**config.mk**
```make
export PLATFORM = sky130hd
export DESIGN_NAME = entrada_jogo
export DESIGN_NICKNAME = d
export VERILOG_FILES = /design/src/rtl/entrada_jogo_pkg.sv /design/src/rtl/entrada_jogo_debounce_fsm.sv /design/src/rtl/entrada_jogo.sv
export SDC_FILE = /design/constraint.sdc
export NUM_CORES = 1
export LEC_CHECK = 0
export BUFFER_PORTS_ARGS = -buffer_cell sky130_fd_sc_hd__buf_2
export CORE_MARGIN = 5
export CORE_UTILIZATION = 40
export CTS_CLUSTER_DIAMETER = 200
export DETAILED_ROUTE_END_ITERATION = 16
export MAX_ROUTING_LAYER = met4
export PLACE_DENSITY = 0.56
export SLEW_MARGIN = 30
export SYNTH_ARGS = -nofsm -noshare
export SYNTH_HDL_FRONTEND = slang
export SYNTH_HIERARCHICAL = 1
export SYNTH_SLANG_ARGS = --single-unit
export TNS_END_PERCENT = 20
```
**constraint.sdc**
```tcl
create_clock -name clock -period 2.3 [get_ports clock]
set_input_delay 0.23 -clock clock [delete_from_list [all_inputs] [get_ports clock]]
set_output_delay 0.23 -clock clock [all_outputs]
set_load 0.05 [all_outputs]
```
**src/rtl/entrada_jogo_pkg.sv**
```systemverilog
// entrada_pkg: shared types and helpers for the Bulls and Cows input front end.
//   state_t    : debounce FSM states
//   NDIG       : digits per code
//   DIG_MAX    : largest legal BCD digit
//   code_valid : 1 when every digit <= DIG_MAX and all digits are pairwise distinct
package entrada_pkg;
   typedef enum logic [2:0] {IDLE, PRESS_CHK, PRESSED, HELD, RELEASE_CHK, WAIT_RELEASE} state_t;
   localparam int NDIG = 4;
   localparam logic [3:0] DIG_MAX = 4'd9;
   function automatic logic code_valid(input logic [15:0] c);
      logic ok;
      ok = 1'b1;
      for (int i = 0; i < NDIG; i++) begin
         if (c[4*i +: 4] > DIG_MAX) ok = 1'b0;
         for (int j = i + 1; j < NDIG; j++)
            if (c[4*i +: 4] == c[4*j +: 4]) ok = 1'b0;
      end
      return ok;
   endfunction
endpackage

```
**src/rtl/entrada_jogo_debounce_fsm.sv**
```systemverilog
// debounce_fsm: synchronises the raw button, debounces it and emits one event per press.
//   clock_i     : system clock
//   reset_i     : synchronous active-high reset
//   btn_i       : raw asynchronous button
//   press_evt_o : high for exactly one cycle per accepted press
//   btn_level_o : debounced button level
module debounce_fsm
   import entrada_pkg::*;
#(
   parameter int DEBOUNCE_CYCLES = 1_000_000,
   parameter int CNT_W = 20
) (
   input  logic clock_i,
   input  logic reset_i,
   input  logic btn_i,
   output logic press_evt_o,
   output logic btn_level_o
);
   localparam logic [CNT_W-1:0] CNT_LAST = CNT_W'(DEBOUNCE_CYCLES - 1);
   localparam logic [CNT_W-1:0] CNT_ONE = CNT_W'(1);
   logic sync1_q, btn_s_q, level_q, level_d, done;
   state_t state_q, state_d;
   logic [CNT_W-1:0] cnt_q, cnt_d;
   assign done = cnt_q >= CNT_LAST;
   always_comb begin
      state_d = state_q;
      level_d = level_q;
      case (state_q)
         IDLE:         if (btn_s_q) state_d = PRESS_CHK;
         PRESS_CHK:    if (!btn_s_q) state_d = IDLE; else if (done) state_d = PRESSED;
         PRESSED:      begin state_d = HELD; level_d = 1'b1; end
         HELD:         if (!btn_s_q) state_d = RELEASE_CHK;
         RELEASE_CHK:  if (btn_s_q) state_d = HELD; else if (done) begin state_d = IDLE; level_d = 1'b0; end
         WAIT_RELEASE: if (!btn_s_q && done) begin state_d = IDLE; level_d = 1'b0; end
         default:      state_d = WAIT_RELEASE;
      endcase
      // Cleared on every state change; WAIT_RELEASE also restarts while the button is still down.
      cnt_d = (state_d != state_q || (state_q == WAIT_RELEASE && btn_s_q)) ? '0 :
              (cnt_q == '1) ? cnt_q : cnt_q + CNT_ONE;
   end
   always_ff @(posedge clock_i) begin
      if (reset_i) begin
         sync1_q <= 1'b0;
         btn_s_q <= 1'b0;
         state_q <= WAIT_RELEASE;
         cnt_q   <= '0;
         level_q <= 1'b0;
      end else begin
         sync1_q <= btn_i;
         btn_s_q <= sync1_q;
         state_q <= state_d;
         cnt_q   <= cnt_d;
         level_q <= level_d;
      end
   end
   assign press_evt_o = state_q == PRESSED;
   assign btn_level_o = level_q;
endmodule

```
**src/rtl/entrada_jogo.sv**
```systemverilog
// entrada_jogo: input front end producing a clean enter pulse and a validated code snapshot.
//   clock        : system clock
//   reset        : synchronous active-high reset
//   code         : raw switches, [15:12] is digit 1
//   enter_button : raw bouncing button
//   enter_pulse  : one-cycle strobe per accepted press
//   code_out     : code snapshot taken on enter_pulse
//   code_ok      : snapshot is 4 distinct BCD digits
//   code_err     : snapshot is invalid
//   btn_level    : debounced button level
module entrada_jogo
   import entrada_pkg::*;
#(
   parameter int DEBOUNCE_CYCLES = 1_000_000,
   parameter int CNT_W = 20
) (
   input  logic        clock,
   input  logic        reset,
   input  logic [15:0] code,
   input  logic        enter_button,
   output logic        enter_pulse,
   output logic [15:0] code_out,
   output logic        code_ok,
   output logic        code_err,
   output logic        btn_level
);
   logic press_evt, ok_q, ok_d, err_q, err_d;
   logic [15:0] code_m_q, code_s_q, code_out_q, code_out_d;
   debounce_fsm #(.DEBOUNCE_CYCLES(DEBOUNCE_CYCLES), .CNT_W(CNT_W)) u_deb (
      .clock_i(clock),
      .reset_i(reset),
      .btn_i(enter_button),
      .press_evt_o(press_evt),
      .btn_level_o(btn_level)
   );
   always_comb begin
      code_out_d = press_evt ? code_s_q : code_out_q;
      ok_d       = press_evt ? code_valid(code_s_q) : ok_q;
      err_d      = press_evt ? !code_valid(code_s_q) : err_q;
   end
   always_ff @(posedge clock) begin
      if (reset) begin
         code_m_q   <= '0;
         code_s_q   <= '0;
         code_out_q <= '0;
         ok_q       <= 1'b0;
         err_q      <= 1'b0;
      end else begin
         code_m_q   <= code;
         code_s_q   <= code_m_q;
         code_out_q <= code_out_d;
         ok_q       <= ok_d;
         err_q      <= err_d;
      end
   end
   assign enter_pulse = press_evt;
   assign code_out    = code_out_q;
   assign code_ok     = ok_q;
   assign code_err    = err_q;
endmodule

```
# --- Yosys cells after proc, flatten, opt, wreduce, memory -nomap -nowiden ---
# Index checks and enable logic that the tools add are counted.
# Widths: inputs -> output; s select.
classes:
  n_addsub: 1
  multipliers: 0
  n_div: 0
  order_cmp: 5
  n_eq_ne: 16
  shifts: 0
  muxes: 22
  bitwise: 0
  reduce_logical: 9
ops:
  columns: ["op", "count"]
  rows:
  - ["$eq 4x4->1", 6]
  - ["$mux 3", 7]
  - ["$add 20x1->20 const B", 1]
  - ["$eq 20x20->1 const B", 1]
  - ["$ge 20x20->1 const B", 1]
  - ["$pmux 3 s6", 1]
  - ["$gt 4x4->1 const B", 4]
  - ["$mux 1", 13]
  - ["$eq 3x2->1 const B", 2]
  - ["$eq 3x3->1 const B", 2]
  - ["$ne 2x1->1 const B", 2]
  - ["$reduce_and 4->1", 1]
  - ["$eq 3x1->1 const B", 1]
  - ["$logic_not 3->1", 1]
  - ["$ne 3x3->1", 1]
  - ["$pmux 1 s3", 1]
  - ["$reduce_bool 3->1", 1]
  - ["$logic_and 1x1->1", 2]
  - ["$logic_not 1->1", 2]
  - ["$ne 2x2->1 const B", 1]
  - ["$reduce_or 2->1", 1]
  - ["$logic_or 1x1->1", 1]
totals:
  regBits: 76
  latchBits: 0
  ram_bits: 0
  mem_bits_ro: 0
  output_inout_bits: 20
  wordCells: 63
  n_memories: 0

# --- Logic depth before layout (Yosys ltp) ---
# Gate-level depths: netlist of the first run.
depth:
  ltp_word: 12
  mapped_depth: 8

# --- Cells and area by module ---
# The synthesis of the first run kept the hierarchy.
by_module_without_submodules:
  columns: ["module", "n_inst", "cells_each", "area_each_um2", "seq_area_each_um2"]
  rows:
  - ["entrada_jogo", 1, 163, 1765.4, 1001.0]
  - ["debounce_fsm", 1, 161, 1326.3, 520.5]

# --- Worst setup path before layout of the first run ---
# Ideal clock, no wire load.
synth_path:
  kind: "register to register"
  start: "register u_deb.state_q[1]"
  end: "register code_out_q[10] (netlist: code_out[10])"
  setup_ps: 128
  arrival_time_ps: 2237
  path_slack_ps: -64
  stages_incl_launch_ff: 8
  path_buffers: 3
  cell_sequence: "dfxtp_1 > clkbuf_1 > nand2b_1 > nor2_1 > buf_2 > buf_2 > mux2i_1 > nor2_1"
synth_between:
  elab_chain_cells: 1
synth_rtl:
  columns: ["item", "line_no", "text"]
  rows:
  - ["from (decl)", "entrada_jogo_debounce_fsm.sv:22", "state_t state_q, state_d;"]
  - ["from (signal assigned)", "entrada_jogo_debounce_fsm.sv:51", "state_q <= state_d;"]
  - ["$eq 3x2->1", "entrada_jogo_debounce_fsm.sv:56", "assign press_evt_o = state_q == PRESSED;"]
  - ["net enter_pulse", "entrada_jogo.sv:21", "output logic enter_pulse,"]
  - ["to (signal assigned)", "entrada_jogo.sv:51", "code_out_q <= code_out_d;"]
  - ["to (decl)", "entrada_jogo.sv:28", "logic [15:0] code_m_q, code_s_q, code_out_q, code_out_d;"]
# The timed path passes the listed nets, and every way through them passes these cells.
# A chain may end at the register's enable or synchronous reset.

# --- Worst setup path after layout of the first run ---
layout_path:
  start: "register u_deb.cnt_q[10]"
  end: "register u_deb.cnt_q[19]"
layout_between:
  elab_chain_cells: 7
  elab_cells_between_ends: 13
  classes_between: "1 x add/sub; 1 x order compare; 2 x eq/ne; 6 x mux; 3 x reduce/logical"
layout_rtl:
  columns: ["item", "line_no", "text"]
  rows:
  - ["from (decl)", "entrada_jogo_debounce_fsm.sv:23", "logic [CNT_W-1:0] cnt_q, cnt_d;"]
  - ["from (signal assigned)", "entrada_jogo_debounce_fsm.sv:52", "cnt_q <= cnt_d;"]
  - ["$ge 20x20->1", "entrada_jogo_debounce_fsm.sv:24", "assign done = cnt_q >= CNT_LAST;"]
  - ["$mux 3 (tied with other cells)", "entrada_jogo_debounce_fsm.sv:33", "RELEASE_CHK: if (btn_s_q) state_d = HELD; else if (done) begin state_d = IDLE; level_d = 1'b0; end"]
  - ["$mux 3, on equally long branches", "entrada_jogo_debounce_fsm.sv:33, entrada_jogo_debounce_fsm.sv:30, entrada_jogo_debounce_fsm.sv:34", null]
  - ["$pmux 3 s6", "entrada_jogo_debounce_fsm.sv:28", "case (state_q)"]
  - ["$ne 3x3->1", "entrada_jogo_debounce_fsm.sv:38", "cnt_d = (state_d != state_q || (state_q == WAIT_RELEASE && btn_s_q)) ? '0 :"]
  - ["$logic_or 1x1->1", "entrada_jogo_debounce_fsm.sv:38", null]
  - ["$reduce_or 2->1 (no source line)", null, null]
# Parallel ways exist; a longest one is shown, timed or not.

==> metrics.sh, run 1 <==
OUTCOME='finished, final reports clean'
ROUTE.DETAILED.WL_PER_INST_UM=12.78
ROOT_BUFFER='sky130_fd_sc_hd__clkbuf_8'
SYNTH.AREA.MUX_SHARE=0.05180
MET1_TRACK_DEMAND_OVER_RESOURCE=0.1914
COUNT_OF_STANDARD_CELL_ROWS=32
TOTALNEGATIVESETUPSLACK_PS=0
ROUTED-VIA-COUNT=2277
REPORT.FINAL.HOLD_VIOL_COUNT=0
CELLPOWERDENSITY_mW_PER_MM2=698.1
GLOBAL_ROUTE_WIRE_LENGTH_BEFORE_REPAIR_MM=10.52
FINAL_MIN_PERIOD_OVER_CLOCK_PERIOD=0.8991
CRITICALPATHCATEGORY='reg2reg'
CTS_NUM_SINKS=76
GROUTE.LAYER.MET3.USAGE=0.03286
SYNTH_FP_NETS=344
SETUP_VIOLATIONS=0
SYNTH-ASYNC-RESET-RATIO=0
AREA_FRACTION_IN_AND_OR_NAND_AND_NOR_CELLS_AFTER_SYNTHESIS=0.2222
SYNTH_TOP_FAMILY_BY_AREA='simple AND/OR/NAND/NOR gates'
START_UTIL=0.4064
AREAGROWTHSYNTHTOFINISH_PCT=15.54
SYN-INSTANCE-COUNT=324
FINAL_UTIL=0.4696
YOSYSMOSTFREQUENTCELL='sky130_fd_sc_hd__dfxtp_1'
ROUTABILITYCONGESTION=0.8092
WORST_VDD_RAIL_IR_DROP_mV=0.2462
MAX_SLEW_MARGIN=0.5566
FINAL.FILL_COUNT=746
CAP_VIOLATIONS=0
TRITONCTS='done'
PLACE.PORT_BUFFERS=38
SYNTHDOMINANTAREACELLTYPE='sky130_fd_sc_hd__dfxtp_1'
FINALWORSTPATHREQUIREDPERIOD_PS=2068
SYNTH-COMPOUND-AREA-SHARE=0.1036
GRT_UTIL_MET2=0.1885
CRITICAL_PATH.STARTPOINT_TYPE='register'
DEEPEST_LEVEL_OF_THE_CTS_H_TREE=3
ANTENNADIODECOUNT=0
POSTSYNTHREGISTERBITS=76
COUNT_OF_FLIP_FLOPS_WITH_A_BUILT_IN_ENABLE_AFTER_SYNTHESIS=0
NUMBER_OF_ANTENNA_VIOLATIONS_AT_THE_FIRST_CHECK_IN_GLOBAL_ROUTING=0
WORST-SLEW-PIN-TRANSITION_PS=658.1
SYNTH.CELL_AREA_SQ_MM=0.003092
CORE_AREA_SQ_MM=0.007607
DP_WORST_SETUP_SLACK_PS=98.94
TIMING.CRITICAL_PATH.TO_TYPE='register'
RATIO_OF_CELLS_WITH_DRIVE_ABOVE_1_IN_THE_FINAL_LAYOUT=0.1694
SYNTH-XOR-AREA-SHARE=0.09915
POSTROUTEANTENNANETS=0
DRC=0
POWER.TOTAL_mW=2.494
YOSYS.CELL_TYPES.COUNT=41
GLOBAL_ROUTE.OVERFLOW_TOTAL=0
SYNTH_FA_HA_AREA_FRAC=0.004047
ALL_LAYER_GLOBAL_ROUTING_USAGE=0.1382
FINALWORSTSETUPSLACK_PS=232.0
P_LEAK_nW=1.429
DRT_FIRST_ITER_VIOLATIONS=83
HOLD_PATH.CLASS='in2reg'
FIRSTDRTPASSITERS=4
NETLIST_TOP_CELLS_AREA='sky130_fd_sc_hd__dfxtp_1, sky130_fd_sc_hd__nor2b_1, sky130_fd_sc_hd__xor2_1'
SYN_AVG_CELL_AREA_SQ_UM=9.542
DIE_AREA_SQ_MM=0.009587
GRT_MAX_DEGREE=59
INSERTION_DELAY_PS=340
PLACE.DETAILED.HPWL_MM=4.180
POST-CTS-SETUP-BUFFER-COUNT=0
PATH_CLK_SLEW_PS=80
CRITPATHMAXFANOUT=20
SETUP_REPAIR_AFTER_GLOBAL_ROUTING_MISSED_ITS_MARGIN='false'
TIMING.CRITICAL_PATH.ARRIVAL_PS=2320
HEIGHT_OF_THE_DIE_UM=97.92
SYNTHFLOPTYPE='sky130_fd_sc_hd__dfxtp_1'
FIN_NETS=381
CTS_MADE_BUFFERS=9
AVGVIACOUNTPERCELL=4.865
YOSYS.AREA.TOP_TYPE_SHARE=0.4921
CLK_PATH_BUF_DEPTH=2
FINAL.SETUP_SKEW_PS=7.441
CRITICAL_PATH_REQUIRED_PS=2550
NUM_IO_PINS=39
SYNTH_SEQUENTIAL_AREA_RATIO=0.4921
NUMBER_OF_GLOBAL_ROUTE_VIAS_BEFORE_REPAIR=2197
FINAL-MAX-SLEW-VIOLATION-COUNT=0
HOLD-WORST-SLACK_PS=90.55
DETAIL_ROUTE.WIRELENGTH_MM=5.979
DIE-WIDTH_UM=97.92
YS_WARN_COUNT=6
NETLIST_TOP_CELLS_COUNT='sky130_fd_sc_hd__dfxtp_1, sky130_fd_sc_hd__nor2_1, sky130_fd_sc_hd__nor2b_1, sky130_fd_sc_hd__xor2_1, sky130_fd_sc_hd__mux2i_1'
TOP_USAGE_LAYER='met1'
MAX_FREQ_MHz=483.6
state kept, by name (all words and copies together) (netlist names):
| register | cells |
|---|---|
| u_deb/btn_s_q | 1 |
| code_m_q | 16 |
| code_ok | 1 |
| u_deb/btn_level_o | 1 |
| u_deb/cnt_q | 20 |
| code_s_q | 16 |
| code_err | 1 |
| code_out | 16 |
| u_deb/sync1_q | 1 |
| u_deb/state_q | 3 |
report_power, final:
part,switching [mW],internal [mW]
logic,0.0607,0.0625
clock network,0.485,0.501
registers,0.0346,1.35
placed cells by master, fill, tap and decap left out, types with 4 or more instances in the layout:
| master | n |
|---|---|
| sky130_fd_sc_hd__clkbuf_8 | 9 |
| sky130_fd_sc_hd__mux2i_1 | 16 |
| sky130_fd_sc_hd__nand3_1 | 10 |
| sky130_fd_sc_hd__nand2_1 | 9 |
| sky130_fd_sc_hd__and3_1 | 5 |
| sky130_fd_sc_hd__nor3_1 | 7 |
| sky130_fd_sc_hd__nor2_1 | 37 |
| sky130_fd_sc_hd__o21ai_0 | 9 |
| sky130_fd_sc_hd__nand4_1 | 5 |
| sky130_fd_sc_hd__buf_2 | 38 |
| sky130_fd_sc_hd__buf_4 | 5 |
| sky130_fd_sc_hd__inv_1 | 4 |
| sky130_fd_sc_hd__a311oi_1 | 6 |
| sky130_fd_sc_hd__nor2b_1 | 35 |
| sky130_fd_sc_hd__a21oi_1 | 11 |
| sky130_fd_sc_hd__xor2_1 | 20 |
| sky130_fd_sc_hd__and4_1 | 5 |
| sky130_fd_sc_hd__nor4_1 | 6 |
| sky130_fd_sc_hd__xnor2_1 | 15 |
| sky130_fd_sc_hd__dfxtp_1 | 76 |
path summary, 6_finish.rpt:
path                                                    from                      endpoint  slack, ps  depth (start not counted)
worst max-delay path            u_deb/cnt_q[10]$_SDFFE_PP0P_  u_deb/cnt_q[19]$_SDFFE_PP0P_        230                          5
worst min-delay path                                 code[4]        code_m_q[4]$_SDFF_PP0_         90                          2
worst max register to register  u_deb/cnt_q[10]$_SDFFE_PP0P_  u_deb/cnt_q[19]$_SDFFE_PP0P_        230                          5
worst min register to register       code_m_q[10]$_SDFF_PP0_       code_s_q[10]$_SDFF_PP0_        440                          1
cell type report:
type	instances	area (sq um)	area share
sequential	76	1521	0.4259
multi-input combinational	227	1489	0.4168
timing repair buffer	43	227.7	0.06375
clock buffer	10	127.6	0.03573
tap	102	127.6	0.03573
clock inverter	6	63.81	0.01786
inverter	4	15.01	0.004203
cells by family (layout without fill, tap and decap cells):
family,after synthesis,after routing
and+or+nand+nor,129,129
DFF,76,76
AOI/OAI and AO/OA,46,46
xor gates and xnor gates,35,35
buffers and inverters,21,63
muxes,16,16
adders and majority gates,1,1
repair_timing:
action / CTS / global route
setup endpoints to repair: 0 / 4
hold buffers: 0 / 0
gates resized for setup: 0 / 1
worst max-delay path, stage by stage, from the launching register on:
cell	delay, ps
sky130_fd_sc_hd__dfxtp_1	380
sky130_fd_sc_hd__or4_4	580
sky130_fd_sc_hd__a211oi_2	240
sky130_fd_sc_hd__o211ai_1	130
sky130_fd_sc_hd__a31o_2	390
sky130_fd_sc_hd__a311oi_1	250
metal layers:
layer,wire length (um),share of wire
met1,3065,0.51
met2,2614,0.44
met3,216,0.036
met4,82,0.014
met5,0,0
per-stage QoR:
| stage | instances | cell area [sq um] |
|---|---|---|
| 2_1_floorplan | 324 | 3094 |
| 3_3_place_gp | 452 | 3381 |
| 3_5_place_dp | 452 | 3381 |
| 4_1_cts | 468 | 3572 |
| 5_1_grt | 468 | 3572 |
| 6_report | 468 | 3572 |
Note: power is estimated with default switching activity, not from simulation.
==> inputs of run 2 (changes only) <==
--- a/config.mk
+++ b/config.mk
@@ -6,6 +6,7 @@
 export NUM_CORES = 1
 export LEC_CHECK = 0
 export BUFFER_PORTS_ARGS = -buffer_cell sky130_fd_sc_hd__buf_2
+export CORE_ASPECT_RATIO = 1.2
 export CORE_MARGIN = 5
 export CORE_UTILIZATION = 40
 export CTS_CLUSTER_DIAMETER = 200
==> run 2 against run 1 <==
  * Final area fell by 0.32%
  * Cell count fell by 2.1%
  * Critical path depth did not move
  * Flip-flop and latch count did not move
  * Clock power fell by 5.8%
  * Register-to-register slack improved by 30 ps
  * Highest routed layer unchanged
  * Worst hold slack got worse by 7.2 ps
  * Largest power group unchanged
  * Via count barely moved
==> metrics.sh, run 2 (same netlist as run 1, synthesis figures left out) <==
OUTCOME='finished, final reports clean'
CORE_AREA_SQ_MM=0.007620
FINAL.FILL_COUNT=782
GLOBAL_ROUTE.OVERFLOW_TOTAL=0
MAX_FREQ_MHz=490.0
FINAL_MIN_PERIOD_OVER_CLOCK_PERIOD=0.8873
DIE-WIDTH_UM=90.26
ROUTABILITYCONGESTION=0.7919
LAYOUT_COMMON_CELLS='sky130_fd_sc_hd__dfxtp_1, sky130_fd_sc_hd__buf_2, sky130_fd_sc_hd__nor2_1'
SETUP_VIOLATIONS=0
POST_CTS_RESIZE_COUNT=0
LARGEST_REGISTER_FFS=20
TRITONCTS='done'
ANTENNADIODECOUNT=0
ALL_LAYER_GLOBAL_ROUTING_USAGE=0.1363
FINALWORSTPATHREQUIREDPERIOD_PS=2041
MAX_SLEW_MARGIN=0.6106
HOLD-WORST-SLACK_PS=83.37
PATH_CLK_SLEW_PS=90
WORST-SLEW-PIN-TRANSITION_PS=578.0
POST-CTS-SETUP-BUFFER-COUNT=0
SETUP_REPAIR_AFTER_GLOBAL_ROUTING_MISSED_ITS_MARGIN='false'
TOTALNEGATIVESETUPSLACK_PS=0
ROOT_BUFFER='sky130_fd_sc_hd__clkbuf_8'
RATIO_OF_CELLS_WITH_DRIVE_ABOVE_1_IN_THE_FINAL_LAYOUT=0.1721
FIN_CELLS=458
WORST_HOLD_STARTPOINT='code[14]'
HOLD_PATH.CLASS='in2reg'
DEEPEST_LEVEL_OF_THE_CTS_H_TREE=3
WORST_VDD_RAIL_IR_DROP_mV=0.3961
CAP_VIOLATIONS=0
INSERTION_DELAY_PS=350
FINAL.SETUP_SKEW_PS=11.33
WORST_PATH_LARGEST_CELL_DELAY_PS=570
TIMING.CRITICAL_PATH.TO_TYPE='register'
WORSTSETUPSTARTPOINT='u_deb/cnt_q[10]$_SDFFE_PP0P_'
CRITICAL_PATH.STARTPOINT_TYPE='register'
NUMBER_OF_ANTENNA_VIOLATIONS_AT_THE_FIRST_CHECK_IN_GLOBAL_ROUTING=0
FINAL_UTIL=0.4673
FINALWORSTSETUPSLACK_PS=259.2
POSTROUTEANTENNANETS=0
CLK_PATH_BUF_DEPTH=2
GRT_MAX_DEGREE=59
NUMBER_OF_GLOBAL_ROUTE_VIAS_BEFORE_REPAIR=2234
NUM_IO_PINS=39
FINAL-MAX-SLEW-VIOLATION-COUNT=0
FINALINSTANCEAREA_SQ_MM=0.003561
START_UTIL=0.4057
GLOBAL_ROUTE_WIRE_LENGTH_BEFORE_REPAIR_MM=10.56
COUNT_OF_STANDARD_CELL_ROWS=35
PLACE.PORT_BUFFERS=38
DRT_FIRST_ITER_VIOLATIONS=72
LAYOUT_COMMONEST_CELL='sky130_fd_sc_hd__dfxtp_1'
CRITICAL_PATH_REQUIRED_PS=2550
AVGVIACOUNTPERCELL=4.969
ROUTE.DETAILED.WL_PER_INST_UM=13.34
DRC=0
PLACE.DETAILED.HPWL_MM=4.211
CTS_HOLD_BUF=0
POWER.TOTAL_mW=2.436
DPL-INSTANCE-AREA_SQ_MM=0.003381
P_LEAK_nW=1.430
CELLPOWERDENSITY_mW_PER_MM2=684.1
HEIGHT_OF_THE_DIE_UM=106.3
TOP_REGISTER='u_deb/cnt_q'
CRIT_PATH_TOP_DELAY_CELL='sky130_fd_sc_hd__or4_4'
CTS_MADE_BUFFERS=9
REPORT.FINAL.HOLD_VIOL_COUNT=0
ROUTED-VIA-COUNT=2276
DETAIL_ROUTE.WIRELENGTH_MM=6.111
TIMING.CRITICAL_PATH.ARRIVAL_PS=2290
TIMING.CRITICAL_PATH.CELLS='or4_4 > a211oi_2 > o211ai_1 > a31o_2 > a311oi_1'
CRITPATHMAXFANOUT=20
PLACE_INST=442
AREAGROWTHSYNTHTOFINISH_PCT=15.18
FIN_NETS=381
DP_WORST_SETUP_SLACK_PS=100.5
DIE_AREA_SQ_MM=0.009595
FIRSTDRTPASSITERS=4
CRITICALPATHCATEGORY='reg2reg'
CTS_NUM_SINKS=76
WORSTREG2REGSTART='u_deb/cnt_q[10]$_SDFFE_PP0P_'
[run 2: final timing paths]
path | end | slack (ps) | depth (start not counted)
max | u_deb/cnt_q[18]$_SDFFE_PP0P_ | 260 | 5
min | code_m_q[14]$_SDFF_PP0_ | 80 | 2
max reg2reg | u_deb/cnt_q[18]$_SDFFE_PP0P_ | 260 | 5
min reg2reg | code_s_q[2]$_SDFF_PP0_ | 440 | 1
[run 2: report_power, final]
group	internal, mW	switching, mW	leakage, nW
registers	1.35	0.0365	0.620
logic	0.0627	0.0585	0.718
clock network	0.407	0.522	0.0910
[run 2: worst max-delay path: cells and delay by family, from the launching register on]
kind | cells | cell delay, ps
compound gates | 4 | 1010
flops | 1 | 380
simple gates | 1 | 570
[run 2: area by class of cell]
type / count / area, sq um / area share
well taps: 92 / 115.1 / 0.03233
clock inverters: 7 / 56.30 / 0.01581
inverters: 4 / 15.01 / 0.004216
repair buffers: 43 / 240.2 / 0.06746
multi-input cells: 227 / 1489 / 0.4181
flip-flops and latches: 76 / 1521 / 0.4273
clock buffers: 9 / 123.9 / 0.03479
[run 2: layer usage]
metal | up-vias | global-route usage | routed length [um]
met1 | 1034 | 0.1727 | 3071
li1 | 1193 | - | -
met4 | 0 | 0.05745 | 74
met3 | 6 | 0.02972 | 248
met2 | 43 | 0.2108 | 2715
met5 | - | - | 0
